==> config.mk <==
export PLATFORM = sky130hd
export DESIGN_NAME = s4ga_cfg_streamer
export DESIGN_NICKNAME = d
export VERILOG_FILES = /design/src/rtl/s4ga_cfg_streamer.sv
export SDC_FILE = /design/constraint.sdc
export NUM_CORES = 1
export LEC_CHECK = 0
export CORE_ASPECT_RATIO = 0.9
export CORE_MARGIN = 2
export CORE_UTILIZATION = 35
export DETAILED_ROUTE_END_ITERATION = 6
export PLACE_DENSITY = 0.6
export SETUP_SLACK_MARGIN = 0.2
export SLEW_MARGIN = 20
export SYNTH_ARGS = -nofsm -noshare
export SYNTH_HDL_FRONTEND = slang
export SYNTH_SLANG_ARGS = --single-unit
==> constraint.sdc <==
create_clock -name clk -period 3.87 [get_ports clk]
set_input_delay 0.5805 -clock clk [delete_from_list [all_inputs] [get_ports clk]]
set_output_delay 0.5805 -clock clk [all_outputs]
set_load 0.02 [all_outputs]
==> src/rtl/s4ga_cfg_streamer.sv <==
// s4ga_cfg_streamer: buffers host config words in a 2-entry FIFO and streams
// them MSB-nibble-first onto the s4ga serial config port, tracking the
// position within a FRAME_WORDS-word frame.
// Ports:
//   clk, rst      - clock, synchronous active-low reset
//   en            - streaming enable
//   in_data/in_valid/in_ready - host word input (valid/ready handshake)
//   si/si_valid   - config nibble and its qualifier
//   frame_start   - si carries nibble 0 of word 0 of a frame
//   underrun      - sticky mid-frame starvation flag
//   busy          - streamer is not idle
module s4ga_cfg_streamer #(
  parameter int unsigned SI_W        = 4,
  parameter int unsigned WORD_W      = 16,
  parameter int unsigned FRAME_WORDS = 16
) (
  input  logic              clk,
  input  logic              rst,
  input  logic              en,
  input  logic [WORD_W-1:0] in_data,
  input  logic              in_valid,
  output logic              in_ready,
  output logic [SI_W-1:0]   si,
  output logic              si_valid,
  output logic              frame_start,
  output logic              underrun,
  output logic              busy
);

  localparam int unsigned NPW   = WORD_W / SI_W;
  localparam int unsigned IDX_W = (NPW > 1) ? $clog2(NPW) : 1;
  localparam int unsigned WC_W  = (FRAME_WORDS > 1) ? $clog2(FRAME_WORDS) : 1;

  typedef enum logic [1:0] {IDLE, RUN, STALL} state_t;

  state_t             state, state_n;
  logic [WORD_W-1:0]  mem [2];
  logic               rd_ptr, wr_ptr;
  logic [1:0]         count;
  logic [WORD_W-1:0]  shifter, shifter_n;
  logic [IDX_W-1:0]   idx, idx_n;
  logic [WC_W-1:0]    wcnt, wcnt_n;
  logic               underrun_q, set_underrun;
  logic               push, pop, empty, last_nib, wcnt_wrap;
  logic [WC_W-1:0]    wcnt_inc;

  // FIFO handshake: ready depends only on the registered occupancy
  assign in_ready  = (count < 2'd2);
  assign push      = in_valid & in_ready;
  assign empty     = (count == 2'd0);
  assign last_nib  = (idx == IDX_W'(NPW - 1));
  assign wcnt_wrap = (wcnt == WC_W'(FRAME_WORDS - 1));
  assign wcnt_inc  = wcnt_wrap ? '0 : WC_W'(wcnt + WC_W'(1));

  // 2-entry FIFO storage and pointers
  always_ff @(posedge clk) begin
    if (!rst) begin
      rd_ptr <= 1'b0;
      wr_ptr <= 1'b0;
      count  <= 2'd0;
    end else begin
      if (push) begin
        mem[wr_ptr] <= in_data;
        wr_ptr      <= ~wr_ptr;
      end
      if (pop) rd_ptr <= ~rd_ptr;
      count <= 2'(count + 2'(push) - 2'(pop));
    end
  end

  // Streamer state register
  always_ff @(posedge clk) begin
    if (!rst) begin
      state      <= IDLE;
      shifter    <= '0;
      idx        <= '0;
      wcnt       <= '0;
      underrun_q <= 1'b0;
    end else begin
      state      <= state_n;
      shifter    <= shifter_n;
      idx        <= idx_n;
      wcnt       <= wcnt_n;
      underrun_q <= underrun_q | set_underrun;
    end
  end

  // Next-state / datapath control
  always_comb begin
    state_n      = state;
    shifter_n    = shifter;
    idx_n        = idx;
    wcnt_n       = wcnt;
    pop          = 1'b0;
    set_underrun = 1'b0;
    unique case (state)
      IDLE: begin
        if (en && !empty) begin
          pop       = 1'b1;
          shifter_n = mem[rd_ptr];
          idx_n     = '0;
          state_n   = RUN;
        end
      end
      RUN: begin
        shifter_n = shifter << SI_W;
        idx_n     = IDX_W'(idx + IDX_W'(1));
        if (last_nib) begin
          idx_n  = '0;
          wcnt_n = wcnt_inc;
          if (en && !empty) begin
            // seamless handoff to the next buffered word
            pop       = 1'b1;
            shifter_n = mem[rd_ptr];
          end else if (!en) begin
            state_n = IDLE;
          end else if (wcnt_wrap) begin
            // frame ended cleanly on a word boundary
            state_n = IDLE;
          end else begin
            state_n      = STALL;
            set_underrun = 1'b1;
          end
        end
      end
      STALL: begin
        if (!en) begin
          state_n = IDLE;
        end else if (!empty) begin
          pop       = 1'b1;
          shifter_n = mem[rd_ptr];
          idx_n     = '0;
          state_n   = RUN;
        end
      end
      default: state_n = IDLE;
    endcase
  end

  assign si_valid    = (state == RUN);
  assign si          = si_valid ? shifter[WORD_W-1 -: SI_W] : '0;
  assign frame_start = si_valid && (wcnt == '0) && (idx == '0);
  assign underrun    = underrun_q;
  assign busy        = (state != IDLE);

endmodule

==> flow_summary_export.csv, run 1 <==
group,metric,value,unit
sta,grt_setup_unrepaired,"false",
logic_synthesis,synth_fp_nets,247,
sta,min_period_over_period,0.702,
pwr,p_sw_frac,0.310,
die,die_h,86.9,microns
route,via_per_inst,4.77,
clocking,cts_made_buffers,9,
critical_path,r2r_slack,1.75,ns
clocking,post_cts_buffers,0,
critical_path,cp-endpoint,"frame_start",
logic_synthesis,yosysWarnings,0,
sta,finalSetupViolations,0,
finish,fin_area,0.00316,sq mm
finish,fin_cells,350,
finish,n_fill_cell,726,
die,io-pin-count,29,
route,postRouteAntennaNets,0,
sta,tightest_slew,0.865,ns
finish,diodes,0,
global_routing,grt_pass1_wl,7730,microns
placed_design,port_buffers,28,
finish,drive_gt1_frac,0.106,
global_routing,antenna_found_initial,0,
critical_path,r2r_end,"count[1]$_SDFF_PN0_",
die,fp.dieW,96.2,microns
finish,final_common_cell,"edfxtp_1",
finish,nNetsFinal,275,
finish,register_area,0.00156,sq mm
critical_path,critPathSlowestCell,"clkdlybuf4s50_1",
die,start_util,0.358,
job,drv_cap,0,
pwr,switchingPower,0.000564,W
run_status,outcome,"complete, no violations",
logic_synthesis,syn_area,0.00268,sq mm
critical_path,timing_worst_setup_path_type,"reg -> out",
critical_path,startpoint_type,"flop",
route,route.detailed.wl_per_inst,13.2,microns
route,drt-pass1-iter-count,4,
clocking,cts.path.max_buffers,2,
pwr,p_comb_frac,0.254,
critical_path,path_cells,"nand2b_4, inv_2, nand3_1, nor3_1, clkdlybuf4s50_1",
critical_path,arrival,2.13,ns
min_path,min_path_type,"reg -> reg",
clocking,cts_htree_levels,3,
logic_synthesis,syn-instance-count,221,
critical_path,crit_buf_inv,2,
clocking,cts_tree,"built",
logic_synthesis,yosysSeqAreaShare,0.584,
sta,slew_viol_final,0,
global_routing,track_usage,0.124,
sta,hold_viol_final,0,
logic_synthesis,ys.flop_type,"edfxtp_1",
placed_design,dp_hpwl,3020,microns
critical_path,cp.depth,5,
sta,fin_setup_tns,0,ns
logic_synthesis,async_flop_share,0,
clocking,cts_root_buffer,"clkbuf_8",
critical_path,r2r_start,"idx[0]$_SDFFE_PN0P_",
placed_design,dp.cells,334,
clocking,clk_pin_slew,0.06,ns
clocking,cts.sinks,62,
placed_design,finalWeightedCongestion,0.739,
clocking,post_cts_resized,0,
sta,fin_ws,1.15,ns
route,drt_iter0_markers,101,
pwr,pwr-share-clk,0.261,
die,rows,30,
placed_design,place_area,0.00299,sq mm
finish,finish.utilization,0.422,
route,drt_wl_total,4610,microns
finish,multi_input_area,982,sq um
critical_path,slowest_delay,0.63,ns
critical_path,rr_worst_depth,9,
sta,finalClockSkew,0.0103,ns
route,drcViolationCount,0,
die,core_area,0.00747,sq mm
pwr,leakagePower,1.08,nW
die,dieArea,0.00836,sq mm
critical_path,cp.required,3.29,ns
route,routed-via-count,1668,
finish,layout_common_cells,"edfxtp_1, dfxtp_1, clkdlybuf4s50_1",
critical_path,cp-startpoint,"state[0]$_SDFFE_PN0P_",
sta,slew_headroom,0.423,
placed_design,dp_slack,1.42,ns
pwr,powerDensity,577,mW/mm^2
critical_path,critical_path.max_fanout,17,
pwr,sequentialPowerShare,0.485,
sta,min_period,2.72,ns
logic_synthesis,synth.avg_cell_area,12.1,sq um
clocking,clk_latency,0.32,ns
pwr,peakVddDrop,0.218,mV
sta,fmax,368,MHz
global_routing,grt_max_degree,33,
pwr,internal-power,0.00126,W
global_routing,grt_pass1_vias,1555,
clocking,cts_hold_buf,0,
logic_synthesis,synth_cell_types,42,
logic_synthesis,synth-edff-count,32,
global_routing,grt.overflow.total,0,
finish,areaGrowthSynthToFinish,18.0,%
critical_path,cp-end-kind,"output pin",
logic_synthesis,ys_ff_latch,62,
critical_path,cp_top_family,"buffers and inverters",
==> worst min path at each step <==
stage | cells past startpoint | startpoint | to | slack [ns]
after floorplan | 2 | shifter[12]$_SDFFE_PN0P_ | shifter[12]$_SDFFE_PN0P_ | 0.43
after global placement | 2 | shifter[5]$_SDFFE_PN0P_ | shifter[5]$_SDFFE_PN0P_ | 0.44
after detailed placement | 2 | shifter[5]$_SDFFE_PN0P_ | shifter[5]$_SDFFE_PN0P_ | 0.45
after CTS | 2 | shifter[5]$_SDFFE_PN0P_ | shifter[5]$_SDFFE_PN0P_ | 0.46
after global routing | 2 | shifter[13]$_SDFFE_PN0P_ | shifter[13]$_SDFFE_PN0P_ | 0.48
final | 2 | shifter[13]$_SDFFE_PN0P_ | shifter[13]$_SDFFE_PN0P_ | 0.45
==> cell type report <==
| class | count | area share |
|---|---|---|
| Tap cell | 96 | 0.0381 |
| Sequential cell | 62 | 0.495 |
| Clock inverter | 2 | 0.00317 |
| Clock buffer | 14 | 0.0484 |
| Timing Repair Buffer | 30 | 0.0936 |
| Multi-Input combinational cell | 137 | 0.311 |
| Inverter | 9 | 0.0107 |
==> tightest hold or removal path, delay by kind of cell, from the launching register on <==
| kind | cells | cell delay [ns] |
|---|---|---|
| flip-flops | 1 | 0.31 |
| AO/OA/AOI/OAI | 1 | 0.05 |
| AND/OR/NAND/NOR | 1 | 0.05 |
==> per-stage QoR <==
step           total power (W)  hold WS, ns
4_1_cts                0.00184        0.456
3_3_place_gp           0.00135        0.441
5_1_grt                0.00195        0.479
6_report               0.00182        0.453
2_1_floorplan          0.00126        0.430
3_5_place_dp           0.00137        0.447
==> Yosys cell counts, drive strengths merged (3+ instances only) <==
| library cell | number | area, sq um |
|---|---|---|
| a21oi | 5 | 36.3 |
| o211ai | 12 | 95.1 |
| xnor2 | 3 | 26.3 |
| nor2 | 4 | 15.0 |
| a22oi | 5 | 37.5 |
| buf | 7 | 61.3 |
| a21boi | 13 | 97.6 |
| ha | 6 | 75.1 |
| inv | 9 | 33.8 |
| nand3 | 4 | 25.0 |
| and2 | 11 | 68.8 |
| nor2b | 9 | 56.3 |
| nand2b | 3 | 28.8 |
| dfxtp | 30 | 601 |
| mux2i | 13 | 130 |
| mux2 | 4 | 45.0 |
| clkbuf | 6 | 36.3 |
| edfxtp | 32 | 961 |
| o21ai | 16 | 95.1 |
| nand2 | 16 | 60.1 |
==> registers in the layout, summed over array words and instances, names as in the netlist, 2 cells and up, named ones only <==
register and cells:
state 2, shifter 16, idx 2, count 2, mem 32, wcnt 4
==> power groups by stage <==
stage	logic, W	clock network [W]	registers [W]
global placement	0.000459	0	0.000896
finish	0.000462	0.000475	0.000884
global route	0.000523	0.000523	0.000901
floorplan	0.000406	0	0.000859
CTS	0.000469	0.000492	0.000884
detailed placement	0.000467	0	0.000899
==> metal layers <==
layer / wire length [microns] / global-route usage
met4: 58 / 0.0584
met2: 2070 / 0.176
met5: 0 / 0
met3: 162 / 0.0338
met1: 2320 / 0.174
==> cell families (layout without fill, tap and decap cells) <==
kind of cell / count (synthesis) / in the layout / synth area share
AO/OA/AOI/OAI: 55 / 55 / 0.146
XOR/XNOR: 5 / 5 / 0.0164
adder cells (fa/ha/maj): 6 / 6 / 0.0281
multiplexers: 17 / 17 / 0.0655
flip-flops: 62 / 62 / 0.584
buffers and inverters: 22 / 55 / 0.0491
AND/OR/NAND/NOR: 54 / 54 / 0.111
Note: power is estimated with default switching activity, not from simulation.
==> run 2: changes to the inputs <==
clock period = 2.5 ns   (was 3.87 ns; I/O delays follow)
==> flow_summary_export.csv, run 2 (synthesis gave the netlist of run 1 again) <==
group,metric,value,unit
run_status,outcome,"complete, no violations",
critical_path,cp-end-kind,"output pin",
sta,finalSetupViolations,0,
sta,tightest_slew,0.527,ns
die,rows,30,
sta,hold_viol_final,0,
die,die_h,86.9,microns
sta,fmax,456,MHz
clocking,cts.path.max_buffers,2,
route,routed-via-count,1700,
critical_path,rr_worst_depth,9,
route,drt_iter0_markers,62,
finish,multi_input_area,982,sq um
route,route.detailed.wl_per_inst,13.3,microns
clocking,clk_latency,0.34,ns
route,via_per_inst,4.79,
sta,finalClockSkew,0.0115,ns
clocking,cts.sinks,62,
clocking,cts_hold_buf,0,
die,start_util,0.358,
die,io-pin-count,29,
sta,slew_viol_final,0,
placed_design,port_buffers,28,
min_path,min_path_type,"reg -> reg",
route,postRouteAntennaNets,0,
critical_path,r2r_slack,0.63,ns
critical_path,startpoint_type,"flop",
critical_path,arrival,1.82,ns
clocking,cts_tree,"built",
finish,n_fill_cell,724,
die,fp.dieW,96.2,microns
finish,fin_area,0.00329,sq mm
finish,nNetsFinal,280,
global_routing,grt_max_degree,30,
pwr,powerDensity,966,mW/mm^2
global_routing,track_usage,0.126,
global_routing,grt_pass1_vias,1646,
route,drcViolationCount,0,
finish,final_common_cell,"edfxtp_1",
finish,diodes,0,
finish,reg_top3,"mem x32, shifter x16, wcnt x4",
critical_path,cp-startpoint,"state[1]$_SDFFE_PN0P_",
placed_design,finalWeightedCongestion,0.742,
route,drt-pass1-iter-count,4,
pwr,leakagePower,1.20,nW
finish,finish.utilization,0.440,
sta,min_period_over_period,0.876,
global_routing,antenna_found_initial,0,
clocking,clk_pin_slew,0.07,ns
clocking,cts_root_buffer,"clkbuf_8",
critical_path,cp.required,2.12,ns
finish,layout_common_cells,"edfxtp_1, dfxtp_1, clkdlybuf4s50_1",
finish,register_area,0.00157,sq mm
finish,areaGrowthSynthToFinish,22.9,%
sta,fin_setup_tns,0,ns
clocking,cts_htree_levels,3,
critical_path,timing_worst_setup_path_type,"reg -> out",
route,drt_wl_total,4720,microns
job,drv_cap,0,
finish,drive_gt1_frac,0.143,
critical_path,r2r_end,"count[1]$_SDFF_PN0_",
finish,largest_reg_flops,32,
pwr,peakVddDrop,0.362,mV
sta,min_period,2.19,ns
sta,slew_headroom,0.649,
finish,largest_register,"mem",
sta,grt_setup_unrepaired,"false",
die,core_area,0.00747,sq mm
global_routing,grt.overflow.total,0,
placed_design,place_area,0.00303,sq mm
clocking,cts_made_buffers,9,
die,dieArea,0.00836,sq mm
critical_path,r2r_start,"idx[0]$_SDFFE_PN0P_",
global_routing,grt_pass1_wl,7720,microns
critical_path,cp-endpoint,"si[2]",
critical_path,critical_path.max_fanout,17,
placed_design,dp_hpwl,3020,microns
## run 2: changes by cell type in the layout (fill, tap and decap cells not counted), moves of 3 or more
cell,delta
clkdlybuf4s50_1,-4
buf_4,+5
clkbuf_1,-4
dlymetal6s2s_1,+3
bufinv_16,+3
## run 2: worst min-delay path by stage
stage / slack (ns) / endpoint / startpoint / cells after the start
final: 0.45 / shifter[13]$_SDFFE_PN0P_ / shifter[13]$_SDFFE_PN0P_ / 2
after global routing: 0.47 / shifter[13]$_SDFFE_PN0P_ / shifter[13]$_SDFFE_PN0P_ / 2
after CTS: 0.45 / shifter[13]$_SDFFE_PN0P_ / shifter[13]$_SDFFE_PN0P_ / 2
after detailed placement: 0.44 / shifter[13]$_SDFFE_PN0P_ / shifter[13]$_SDFFE_PN0P_ / 2
after global placement: 0.44 / shifter[5]$_SDFFE_PN0P_ / shifter[5]$_SDFFE_PN0P_ / 2
after floorplan: 0.43 / shifter[12]$_SDFFE_PN0P_ / shifter[12]$_SDFFE_PN0P_ / 2
## run 2: worst max-delay path, stage by stage, from the launching register on
cell and delay [ns]:
dfxtp_1 0.35, nand2b_4 0.24, inv_4 0.15, and2_1 0.14, clkdlybuf4s50_1 0.59
## run 2: metal layers
layer	GRT usage	up-vias	part of all wire
met2	0.191	29	0.47
met5	0	-	0
met1	0.157	809	0.47
li1	-	856	-
met3	0.0597	6	0.043
met4	0.0429	0	0.013
## run 2: what timing repair did
| action | in CTS | in global routing |
|---|---|---|
| gates resized for setup | 3 | 4 |
| endpoints found under the setup margin | 6 | 4 |
| buffers inserted | 0 | 0 |
| gates cloned | 0 | 0 |
## run 2: stage by stage
step,hold slack [ns],cells,power (W),setup WS (ns)
CTS,0.451,355,0.00321,0.233
finish,0.448,355,0.00318,0.309
global route,0.473,355,0.00336,0.212
floorplan,0.430,221,0.00196,0.665
global placement,0.443,339,0.00212,0.306
detailed placement,0.441,339,0.00214,0.284
## run 2: report_power, final
part	switching, W	internal, W	total [W]
clock network	0.000407	0.000665	0.00107
registers	0.0000962	0.00123	0.00133
logic	0.000430	0.000342	0.000773
## run 2: area by class of cell
class,count,area share
clock inverter,7,0.0365
multi-input combinational,137,0.299
timing repair buffer,35,0.103
clock buffer,9,0.0377
inverter,9,0.0110
sequential,62,0.476
tap,96,0.0365
==> run 3: changes to the inputs <==
PLACE_DENSITY = default   (was 0.6)
PLACE_DENSITY_LB_ADDON = 0.2   (was default)
REMOVE_ABC_BUFFERS = 1   (was default)
==> flow_summary_export.csv, run 3 (synthesis gave the netlist of run 1 again) <==
group,metric,value,unit
clocking,post_cts_resized,1,
critical_path,critical_path.max_fanout,11,
sta,min_period,2.14,ns
placed_design,port_buffers,28,
clocking,cts.sinks,62,
global_routing,grt_pass1_wl,8040,microns
pwr,switchingPower,0.000940,W
finish,areaGrowthSynthToFinish,21.4,%
min_path,min_path_type,"reg -> reg",
route,met1_length,2370,microns
finish,fin_area,0.00325,sq mm
route,drt_wl_total,4790,microns
sta,fin_setup_tns,0,ns
clocking,cts.path.max_buffers,2,
finish,register_area,0.00156,sq mm
clocking,cts_tree,"built",
critical_path,crit_buf_inv,2,
critical_path,critPathSlowestCell,"clkdlybuf4s50_1",
sta,grt_setup_unrepaired,"false",
finish,largest_register,"mem",
route,dr_wl_met2,2160,microns
sta,tightest_slew,0.561,ns
clocking,clk_pin_slew,0.07,ns
pwr,total_power,0.00299,W
finish,n_fill_cell,701,
critical_path,cp-end-kind,"output pin",
finish,finish.utilization,0.435,
critical_path,rr_worst_depth,9,
sta,fmax,468,MHz
die,die_h,86.9,microns
critical_path,slowest_delay,0.59,ns
finish,diodes,0,
die,start_util,0.358,
clocking,cts_root_buffer,"clkbuf_8",
pwr,peakVddDrop,0.336,mV
route,drcViolationCount,0,
route,routed.top_layer,"met4",
pwr,leakagePower,1.14,nW
pwr,p_comb_frac,0.259,
run_status,outcome,"complete, no violations",
critical_path,arrival,1.76,ns
clocking,cts_htree_levels,3,
placed_design,finalWeightedCongestion,0.744,
sta,hold_ws,0.452,ns
placed_design,place_area,0.00305,sq mm
sta,finalSetupViolations,0,
finish,nNetsFinal,282,
critical_path,cp-endpoint,"si[2]",
sta,slew_headroom,0.626,
global_routing,track_usage,0.130,
route,via_per_inst,4.71,
global_routing,antenna_found_initial,0,
critical_path,startpoint_type,"flop",
clocking,clk_latency,0.34,ns
route,route.met3.wl,167,microns
critical_path,cp-startpoint,"state[0]$_SDFFE_PN0P_",
job,drv_cap,0,
die,fp.dieW,96.2,microns
sta,slew_viol_final,0,
finish,reg_top3,"mem x32, shifter x16, wcnt x4",
route,route.detailed.wl_per_inst,13.4,microns
critical_path,cp.depth,4,
critical_path,timing_worst_setup_path_type,"reg -> out",
clocking,cts_made_buffers,9,
placed_design,dp_hpwl,3100,microns
critical_path,cp.required,2.12,ns
pwr,internal-power,0.00205,W
die,io-pin-count,29,
critical_path,r2r_end,"count[1]$_SDFF_PN0_",
route,drt_iter0_markers,55,
die,dieArea,0.00836,sq mm
clocking,post_cts_buffers,0,
critical_path,cp_top_family,"buffers and inverters",
global_routing,grt_pass1_vias,1691,
die,rows,30,
pwr,powerDensity,921,mW/mm^2
route,routed-via-count,1682,
finish,final_common_cell,"edfxtp_1",
die,core_area,0.00747,sq mm
sta,min_period_over_period,0.856,
route,drt-pass1-iter-count,4,
global_routing,grt.overflow.total,0,
finish,drive_gt1_frac,0.146,
critical_path,r2r_start,"idx[0]$_SDFFE_PN0P_",
critical_path,path_cells,"nand2b_4, inv_2, and2_1, clkdlybuf4s50_1",
route,postRouteAntennaNets,0,
finish,multi_input_area,982,sq um
finish,largest_reg_flops,32,
critical_path,r2r_slack,0.65,ns
pwr,p_sw_frac,0.314,
clocking,cts_hold_buf,0,
pwr,pwr-share-clk,0.291,
sta,hold_viol_final,0,
sta,finalClockSkew,0.00655,ns
global_routing,grt_max_degree,23,
pwr,sequentialPowerShare,0.450,
finish,layout_common_cells,"edfxtp_1, dfxtp_1, clkdlybuf4s50_1",
[run 3: cell count changes in the layout (fill, tap and decap cells not counted), moves of 2 or more]
cell,previous run,this run
bufinv_16,3,1
buf_4,7,9
clkinv_4,1,3
dlymetal6s2s_1,3,1
clkdlybuf4s50_1,24,27
[run 3: power groups by stage]
stage	Clock [W]	Combinational, W	Sequential (W)
after floorplan	0	0.000512	0.00136
after global placement	0	0.000779	0.00137
after detailed placement	0	0.000785	0.00137
after CTS	0.000904	0.000788	0.00135
after global routing	0.000951	0.000877	0.00137
final	0.000872	0.000774	0.00135
[run 3: layer usage]
layer,vias to the layer above,GRT usage
met5,-,0
met4,0,0.0753
met3,9,0.0338
met2,26,0.198
met1,784,0.168
li1,863,-
[run 3: how the worst min path moves through the flow]
| stage | from | end | cells after the start |
|---|---|---|---|
| after detailed placement | shifter[6]$_SDFFE_PN0P_ | shifter[6]$_SDFFE_PN0P_ | 2 |
| after global routing | shifter[11]$_SDFFE_PN0P_ | shifter[11]$_SDFFE_PN0P_ | 2 |
| after CTS | shifter[6]$_SDFFE_PN0P_ | shifter[6]$_SDFFE_PN0P_ | 2 |
| final | shifter[15]$_SDFFE_PN0P_ | shifter[15]$_SDFFE_PN0P_ | 2 |
| after floorplan | shifter[12]$_SDFFE_PN0P_ | shifter[12]$_SDFFE_PN0P_ | 2 |
| after global placement | shifter[12]$_SDFFE_PN0P_ | shifter[12]$_SDFFE_PN0P_ | 2 |
[run 3: final cells by class]
type                       count  area share
sequential                    62       0.481
tap                           96      0.0370
inverter                       9      0.0104
multi-input combinational    137       0.302
timing repair buffer          37       0.108
clock inverter                 7      0.0231
clock buffer                   9      0.0381
[run 3: worst min-delay path, stage by stage, from the launching register on]
cell,delay [ns]
dfxtp_1,0.31
nand2_1,0.05
a21boi_1,0.05
[run 3: per-stage QoR]
| stage | setup WS (ns) | std cells |
|---|---|---|
| floorplan | 0.625 | 208 |
| global placement | 0.320 | 341 |
| detailed placement | 0.267 | 341 |
| CTS | 0.218 | 357 |
| global route | 0.220 | 357 |
| finish | 0.361 | 357 |
